File: src/rtl/vga_capture_if.sv
// vga_capture_if -- control handshake and VRAM write bus of the frame grabber.
//   start            one-cycle capture request (into the grabber)
//   busy, done       capture status (out of the grabber)
//   vram_write_*     single-beat VRAM write port (out of the grabber)
// master = the capture block, slave = the requester / VRAM side.
interface vga_capture_if;
  logic        start;
  logic        busy;
  logic        done;
  logic [15:0] vram_write_addr;
  logic [15:0] vram_write_data;
  logic        vram_write_en;

  modport master (
    input  start,
    output busy, done, vram_write_addr, vram_write_data, vram_write_en
  );

  modport slave (
    output start,
    input  busy, done, vram_write_addr, vram_write_data, vram_write_en
  );
endinterface

File: src/rtl/vga_capture.sv
// vga_capture -- grabs one VGA frame, decimated 4:1 in both axes (160x120),
// into VRAM as one 16-bit word per kept pixel.
// Ports:
//   clk, rst_n                 system clock (pixel rate clk/2), async active-low reset
//   vga_hs, vga_vs             active-low syncs, synchronous to clk
//   vga_r, vga_g, vga_b        4-bit colour
//   bus (vga_capture_if.master) start/busy/done and VRAM write port
//
// state | meaning
// IDLE  | waiting for start
// ARM   | start accepted, waiting for the frame-opening vsync fall
// CAPT  | writing kept pixels until the next vsync fall
// FIN   | one-cycle done pulse
module vga_capture #(
  parameter int unsigned H_ACT_START = 144,
  parameter int unsigned V_ACT_START = 31,
  parameter logic [15:0] BASE_ADDR   = 16'h0000
) (
  input  logic          clk,
  input  logic          rst_n,
  input  logic          vga_hs,
  input  logic          vga_vs,
  input  logic [3:0]    vga_r,
  input  logic [3:0]    vga_g,
  input  logic [3:0]    vga_b,
  vga_capture_if.master bus
);

  localparam logic [10:0] H_LO = 11'(H_ACT_START);
  localparam logic [10:0] H_HI = 11'(H_ACT_START + 640);
  localparam logic [10:0] V_LO = 11'(V_ACT_START);
  localparam logic [10:0] V_HI = 11'(V_ACT_START + 480);

  typedef enum logic [1:0] {IDLE, ARM, CAPT, FIN} state_t;

  state_t      state;
  logic        pix_en;
  logic        hs_prev;
  logic        vs_prev;
  logic [9:0]  hcnt;
  logic [9:0]  vcnt;
  logic [15:0] addr_cnt;

  logic        hs_fall;
  logic        vs_fall;
  logic [9:0]  hcnt_nxt;
  logic [9:0]  vcnt_nxt;
  logic        h_in;
  logic        v_in;
  logic [1:0]  x_ph;
  logic [1:0]  y_ph;
  logic        wr_req;

  // The pixel on a sample is tagged with the count value that sample
  // produces, so the hsync-fall pixel itself is column 0.
  always_comb begin
    hs_fall  = pix_en & hs_prev & ~vga_hs;
    vs_fall  = pix_en & vs_prev & ~vga_vs;
    hcnt_nxt = hcnt;
    vcnt_nxt = vcnt;
    if (pix_en) begin
      if (hs_fall)
        hcnt_nxt = 10'd0;
      else if (hcnt != 10'd1023)
        hcnt_nxt = hcnt + 10'd1;

      if (vs_fall)
        vcnt_nxt = 10'd0;
      else if (hs_fall && vcnt != 10'd1023)
        vcnt_nxt = vcnt + 10'd1;
    end
    h_in   = ({1'b0, hcnt_nxt} >= H_LO) && ({1'b0, hcnt_nxt} < H_HI);
    v_in   = ({1'b0, vcnt_nxt} >= V_LO) && ({1'b0, vcnt_nxt} < V_HI);
    x_ph   = hcnt_nxt[1:0] - H_LO[1:0];
    y_ph   = vcnt_nxt[1:0] - V_LO[1:0];
    wr_req = (state == CAPT) && pix_en && !vs_fall && h_in && v_in
             && (x_ph == 2'd0) && (y_ph == 2'd0);
  end

  always_ff @(posedge clk or negedge rst_n) begin
    if (!rst_n) begin
      pix_en  <= 1'b0;
      hs_prev <= 1'b1;
      vs_prev <= 1'b1;
      hcnt    <= 10'd0;
      vcnt    <= 10'd0;
    end else begin
      pix_en <= ~pix_en;
      if (pix_en) begin
        hs_prev <= vga_hs;
        vs_prev <= vga_vs;
        hcnt    <= hcnt_nxt;
        vcnt    <= vcnt_nxt;
      end
    end
  end

  always_ff @(posedge clk or negedge rst_n) begin
    if (!rst_n) begin
      state               <= IDLE;
      addr_cnt            <= 16'h0000;
      bus.busy            <= 1'b0;
      bus.done            <= 1'b0;
      bus.vram_write_en   <= 1'b0;
      bus.vram_write_addr <= 16'h0000;
      bus.vram_write_data <= 16'h0000;
    end else begin
      bus.vram_write_en <= 1'b0;
      bus.done          <= 1'b0;
      case (state)
        IDLE: begin
          if (bus.start) begin
            state    <= ARM;
            bus.busy <= 1'b1;
          end
        end
        ARM: begin
          if (vs_fall) begin
            state    <= CAPT;
            addr_cnt <= BASE_ADDR;
          end
        end
        CAPT: begin
          if (vs_fall) begin
            state    <= FIN;
            bus.done <= 1'b1;
          end else if (wr_req) begin
            bus.vram_write_en   <= 1'b1;
            bus.vram_write_addr <= addr_cnt;
            bus.vram_write_data <= {4'h0, vga_b, vga_g, vga_r};
            addr_cnt            <= addr_cnt + 16'h0001;
          end
        end
        FIN: begin
          state    <= IDLE;
          bus.busy <= 1'b0;
        end
        default: state <= IDLE;
      endcase
    end
  end

endmodule

File: src/flat_wrapper.sv
// flat-port wrapper written by rule: the top's interface ports become plain ports
module vga_capture_flat 
#(
  parameter int unsigned H_ACT_START = 144,
  parameter int unsigned V_ACT_START = 31,
  parameter logic [15:0] BASE_ADDR   = 16'h0000
)
  (clk, rst_n, vga_hs, vga_vs, vga_r, vga_g, vga_b, bus_start, bus_busy, bus_done, bus_vram_write_addr, bus_vram_write_data, bus_vram_write_en);
  vga_capture_if bus_i ();
  input  logic clk;
  input  logic rst_n;
  input  logic vga_hs;
  input  logic vga_vs;
  input  logic [3:0] vga_r;
  input  logic [3:0] vga_g;
  input  logic [3:0] vga_b;
  input wire logic [$bits(bus_i.start)-1:0] bus_start;
  output wire logic [$bits(bus_i.busy)-1:0] bus_busy;
  output wire logic [$bits(bus_i.done)-1:0] bus_done;
  output wire logic [$bits(bus_i.vram_write_addr)-1:0] bus_vram_write_addr;
  output wire logic [$bits(bus_i.vram_write_data)-1:0] bus_vram_write_data;
  output wire logic [$bits(bus_i.vram_write_en)-1:0] bus_vram_write_en;
  assign bus_i.start = bus_start;
  assign bus_busy = bus_i.busy;
  assign bus_done = bus_i.done;
  assign bus_vram_write_addr = bus_i.vram_write_addr;
  assign bus_vram_write_data = bus_i.vram_write_data;
  assign bus_vram_write_en = bus_i.vram_write_en;
  vga_capture #(.H_ACT_START(H_ACT_START), .V_ACT_START(V_ACT_START), .BASE_ADDR(BASE_ADDR)) u_core (.clk(clk), .rst_n(rst_n), .vga_hs(vga_hs), .vga_vs(vga_vs), .vga_r(vga_r), .vga_g(vga_g), .vga_b(vga_b), .bus(bus_i));
endmodule
File: config.mk
export PLATFORM = sky130hd
export DESIGN_NAME = vga_capture_flat
export DESIGN_NICKNAME = d
export VERILOG_FILES = /design/src/rtl/vga_capture_if.sv /design/src/rtl/vga_capture.sv /design/src/flat_wrapper.sv
export SDC_FILE = /design/constraint.sdc
export NUM_CORES = 1
export LEC_CHECK = 0
export ABC_CLOCK_PERIOD_IN_PS = 3720
export BUFFER_PORTS_ARGS = -buffer_cell sky130_fd_sc_hd__buf_2
export CAP_MARGIN = 20
export CELL_PAD_IN_SITES_DETAIL_PLACEMENT = 1
export CELL_PAD_IN_SITES_GLOBAL_PLACEMENT = 2
export CORE_ASPECT_RATIO = 1.75
export CORE_MARGIN = 3
export CORE_UTILIZATION = 37
export DETAILED_ROUTE_END_ITERATION = 8
export MAX_ROUTING_LAYER = met4
export PLACE_DENSITY_LB_ADDON = 0.1
export SYNTH_ARGS = -nofsm -noshare
export SYNTH_HDL_FRONTEND = slang
export SYNTH_SLANG_ARGS = --single-unit
File: constraint.sdc
create_clock -name clk -period 3.72 [get_ports clk]
set_input_delay 0.372 -clock clk [delete_from_list [all_inputs] [get_ports clk]]
set_output_delay 0.372 -clock clk [all_outputs]
set_load 0.005 [all_outputs]
==> run summary <==
Row Count = 48
CP Max Fanout = 10
Max-slew headroom = 37.0%
First-pass GRT wire length = 17200 um
Setup-failing EPs final = 0
Root Driver = clkbuf_16
Largest net degree at the start of global routing = 73
Final period util = 86.1%
Status = complete, no violations
Sequential share of the synthesized area = 46.7%
Final Skew = 0.00648 ns
Clock buffer depth = 2
Synthesis-to-layout area growth = 15.4%
Final min period = 3.20 ns
Max Cap Viol = 0
Largest cells by area after synthesis = dfrtp_1, mux2_2, mux2_1, o211ai_1, nand4_1
Max-slew violations = 0
Share of layout cells above drive strength 1 = 24.3%
Post-CTS sizing = 0
Gr usage total = 18.7%
Synth Area per Inst = 10.7 um^2
Hold Path Class = input port to asynchronous set/reset pin
Antenna violations before repair = 0
Post-synth top area share = 45.3%
Worst Setup End Kind = flip-flop
ANT nets after route = 0
DPL Wire Length = 7400 um
Postcts setup bufs = 0
Post-Route WL = 10000 um
Congestion Overflow GR = 0
Number of port buffers = 47
Crit path launch type = flip-flop
DR DRC count = 0
Asr flop ratio synth = 100%
Peak Freq = 0.312 GHz
Setup CP Type = flip-flop to flip-flop
Cell variety after synth = 69
Crit path required time = 3.93 ns
Crit path DAT = 3.42 ns
Total power = 0.00239 W
Clock Pin Slew Worst Setup and Hold Paths = 0.06 ns
CTS Sinks = 72
IO Count = 52
EDFF count, synth = 0
CTS tree = yes
Most used DFF post-synth = dfrtp_1
Final instance area = 4460 um^2
Vias in the first global route = 3328
Number of hold buffers added after cts = 0
Setup TNS Final = 0 ns
Gpl congestion = 0.833
DRT Pass-1 Iters = 4
Initial core utilization = 38.6%
Post-Layout Cell Count = 537
FF+latch count, synth = 72
Largest area contributor in the netlist = dfrtp_1
Cell Area, Synth = 3870 um^2
Die height = 141 um
LEAKAGE = 2.19 nW
Placed Instances = 521
Chip Width = 83.3 um
Layout Nets = 431
H-tree depth = 3
RSZ-0062 raised after global routing = false
Syn Inst Count = 361
Drt initial violations = 72
Die Footprint = 11800 um^2
Final hold violations = 0
Yosys warning total = 0
DP Area = 4180 um^2
Total number of vias = 3084
DR vias/cell = 5.74
Core Area = 10000 um^2
TritonCTS Buffers = 9
Worst Tran Pin Value = 0.944 ns
Wire length per cell = 18.7 um
Maximum vdd ir drop = 0.287 mV
Antenna diode count = 0
P per Cell Area = 535 nW/um^2
Worst-Skew Late Latency = 0.33 ns
layout by cell type (no fill, tap or decap), types with 4 or more instances in the layout:
cell       netlist  routed
nor4_1           7       7
and2_1           4       4
conb_1           1       4
nor2_1          18      18
and4_1           5       5
nor3_1           6       6
nand2_1         20      20
a211o_1          5       5
mux2_1          15      15
buf_2            4      46
nand4_1         18      18
a31oi_1          5       5
buf_4            8       9
a21oi_1          8       8
o21ai_0          8       8
o211ai_1        19      19
inv_1           19      19
clkbuf_16        0       9
dfrtp_1         70      70
ha_1             7       7
mux2_2          19      19
and3_1          15      15
nand3_1          8       8
per-stage QoR:
step	worst slack [ns]	util, %	hold slack (ns)
after floorplan	0.726	-	0.0764
after global placement	0.636	41.7	0.462
after detailed placement	0.516	41.7	0.471
after CTS	0.488	44.5	0.225
after global routing	0.308	44.5	0.232
final	0.516	44.5	0.162
report_power, final:
| part | switching (W) | leakage [nW] | internal, W |
|---|---|---|---|
| combinational | 0.000320 | 1.09 | 0.000213 |
| clock | 0.000319 | 0.145 | 0.000503 |
| sequential | 0.000136 | 0.955 | 0.000897 |
final timing paths:
check	end	start	cells past startpoint	slack, ns
setup reg to reg	u_core.addr_cnt[14]	u_core.vcnt[0]	8	0.52
min in group clk	u_core.bus.vram_write_data[11]	vga_b[3]	2	0.27
setup / recovery	u_core.addr_cnt[14]	u_core.vcnt[0]	8	0.52
hold reg to reg	u_core.bus.vram_write_addr[9]	u_core.bus.vram_write_addr[9]	1	0.48
max in group asynchronous	u_core.hcnt[3]	rst_n	1	2.91
hold / removal	u_core.vcnt[2]	rst_n	1	0.16
routing by layer:
metal	part of all wire, %	track usage (%)	wire length [um]
met2	56	34.2	5630
met5	0	-	0
met4	1.9	7.15	188
met1	39	20.2	3950
met3	2.6	2.63	265
Yosys cell counts, types with 3 or more instances:
| cell | count |
|---|---|
| clkbuf_1 | 6 |
| nand4_1 | 18 |
| buf_4 | 8 |
| and4_1 | 5 |
| buf_2 | 4 |
| mux2_2 | 19 |
| nor2_1 | 18 |
| and3_1 | 15 |
| nand3_1 | 8 |
| nor3_1 | 6 |
| dfrtp_1 | 70 |
| and2_1 | 4 |
| a31oi_1 | 5 |
| a21oi_1 | 8 |
| o211ai_1 | 19 |
| inv_1 | 19 |
| nor4_1 | 7 |
| ha_1 | 7 |
| nand2_1 | 20 |
| buf_6 | 3 |
| o21ai_0 | 8 |
| mux2_1 | 15 |
| a221o_1 | 3 |
| xnor2_1 | 3 |
| a211oi_1 | 3 |
| a211o_1 | 5 |
| o311a_1 | 3 |
layout make-up:
type                    count  area (um^2)
inverters                  20         75.1
repair buffers             55          298
multi-input cells         249         1840
clock inverters             3         15.0
fillers                  1118         5570
clock buffers              13          270
well taps                 125          156
flip-flops and latches     72         1800
sequential cells by signal, summed over array words and instances (netlist names):
register	cells
u_core.addr_cnt	16
u_core.bus.vram_write_addr	16
u_core.bus.vram_write_data	12
u_core.hcnt	10
u_core.vcnt	10
u_core.state	2
u_core.bus.busy	1
u_core.bus.done	1
u_core.bus.vram_write_en	1
u_core.hs_prev	1
u_core.pix_en	1
u_core.vs_prev	1
worst max-delay path: stages (launching register included):
cell and delay [ns]:
dfrtp_1 0.45, ha_1 0.28, and3_1 0.24, a31oi_4 0.36
mux2_4 0.36, nor4_1 0.39, nand3_1 0.32, o311a_1 0.41
a211o_1 0.27
cells by family (layout without fill, tap and decap cells):
kind of cell,Yosys count,count (layout),synth area share (%)
AND/OR/NAND/NOR,121,121,18.3
flip-flops,72,72,46.7
multiplexers,37,37,10.8
adder cells (fa/ha/maj),7,7,2.26
buffers and inverters,43,91,5.95
other,1,4,0.0970
AO/OA/AOI/OAI,76,76,15.0
XOR/XNOR,4,4,0.906
Power figures use the tool's default switching activity.
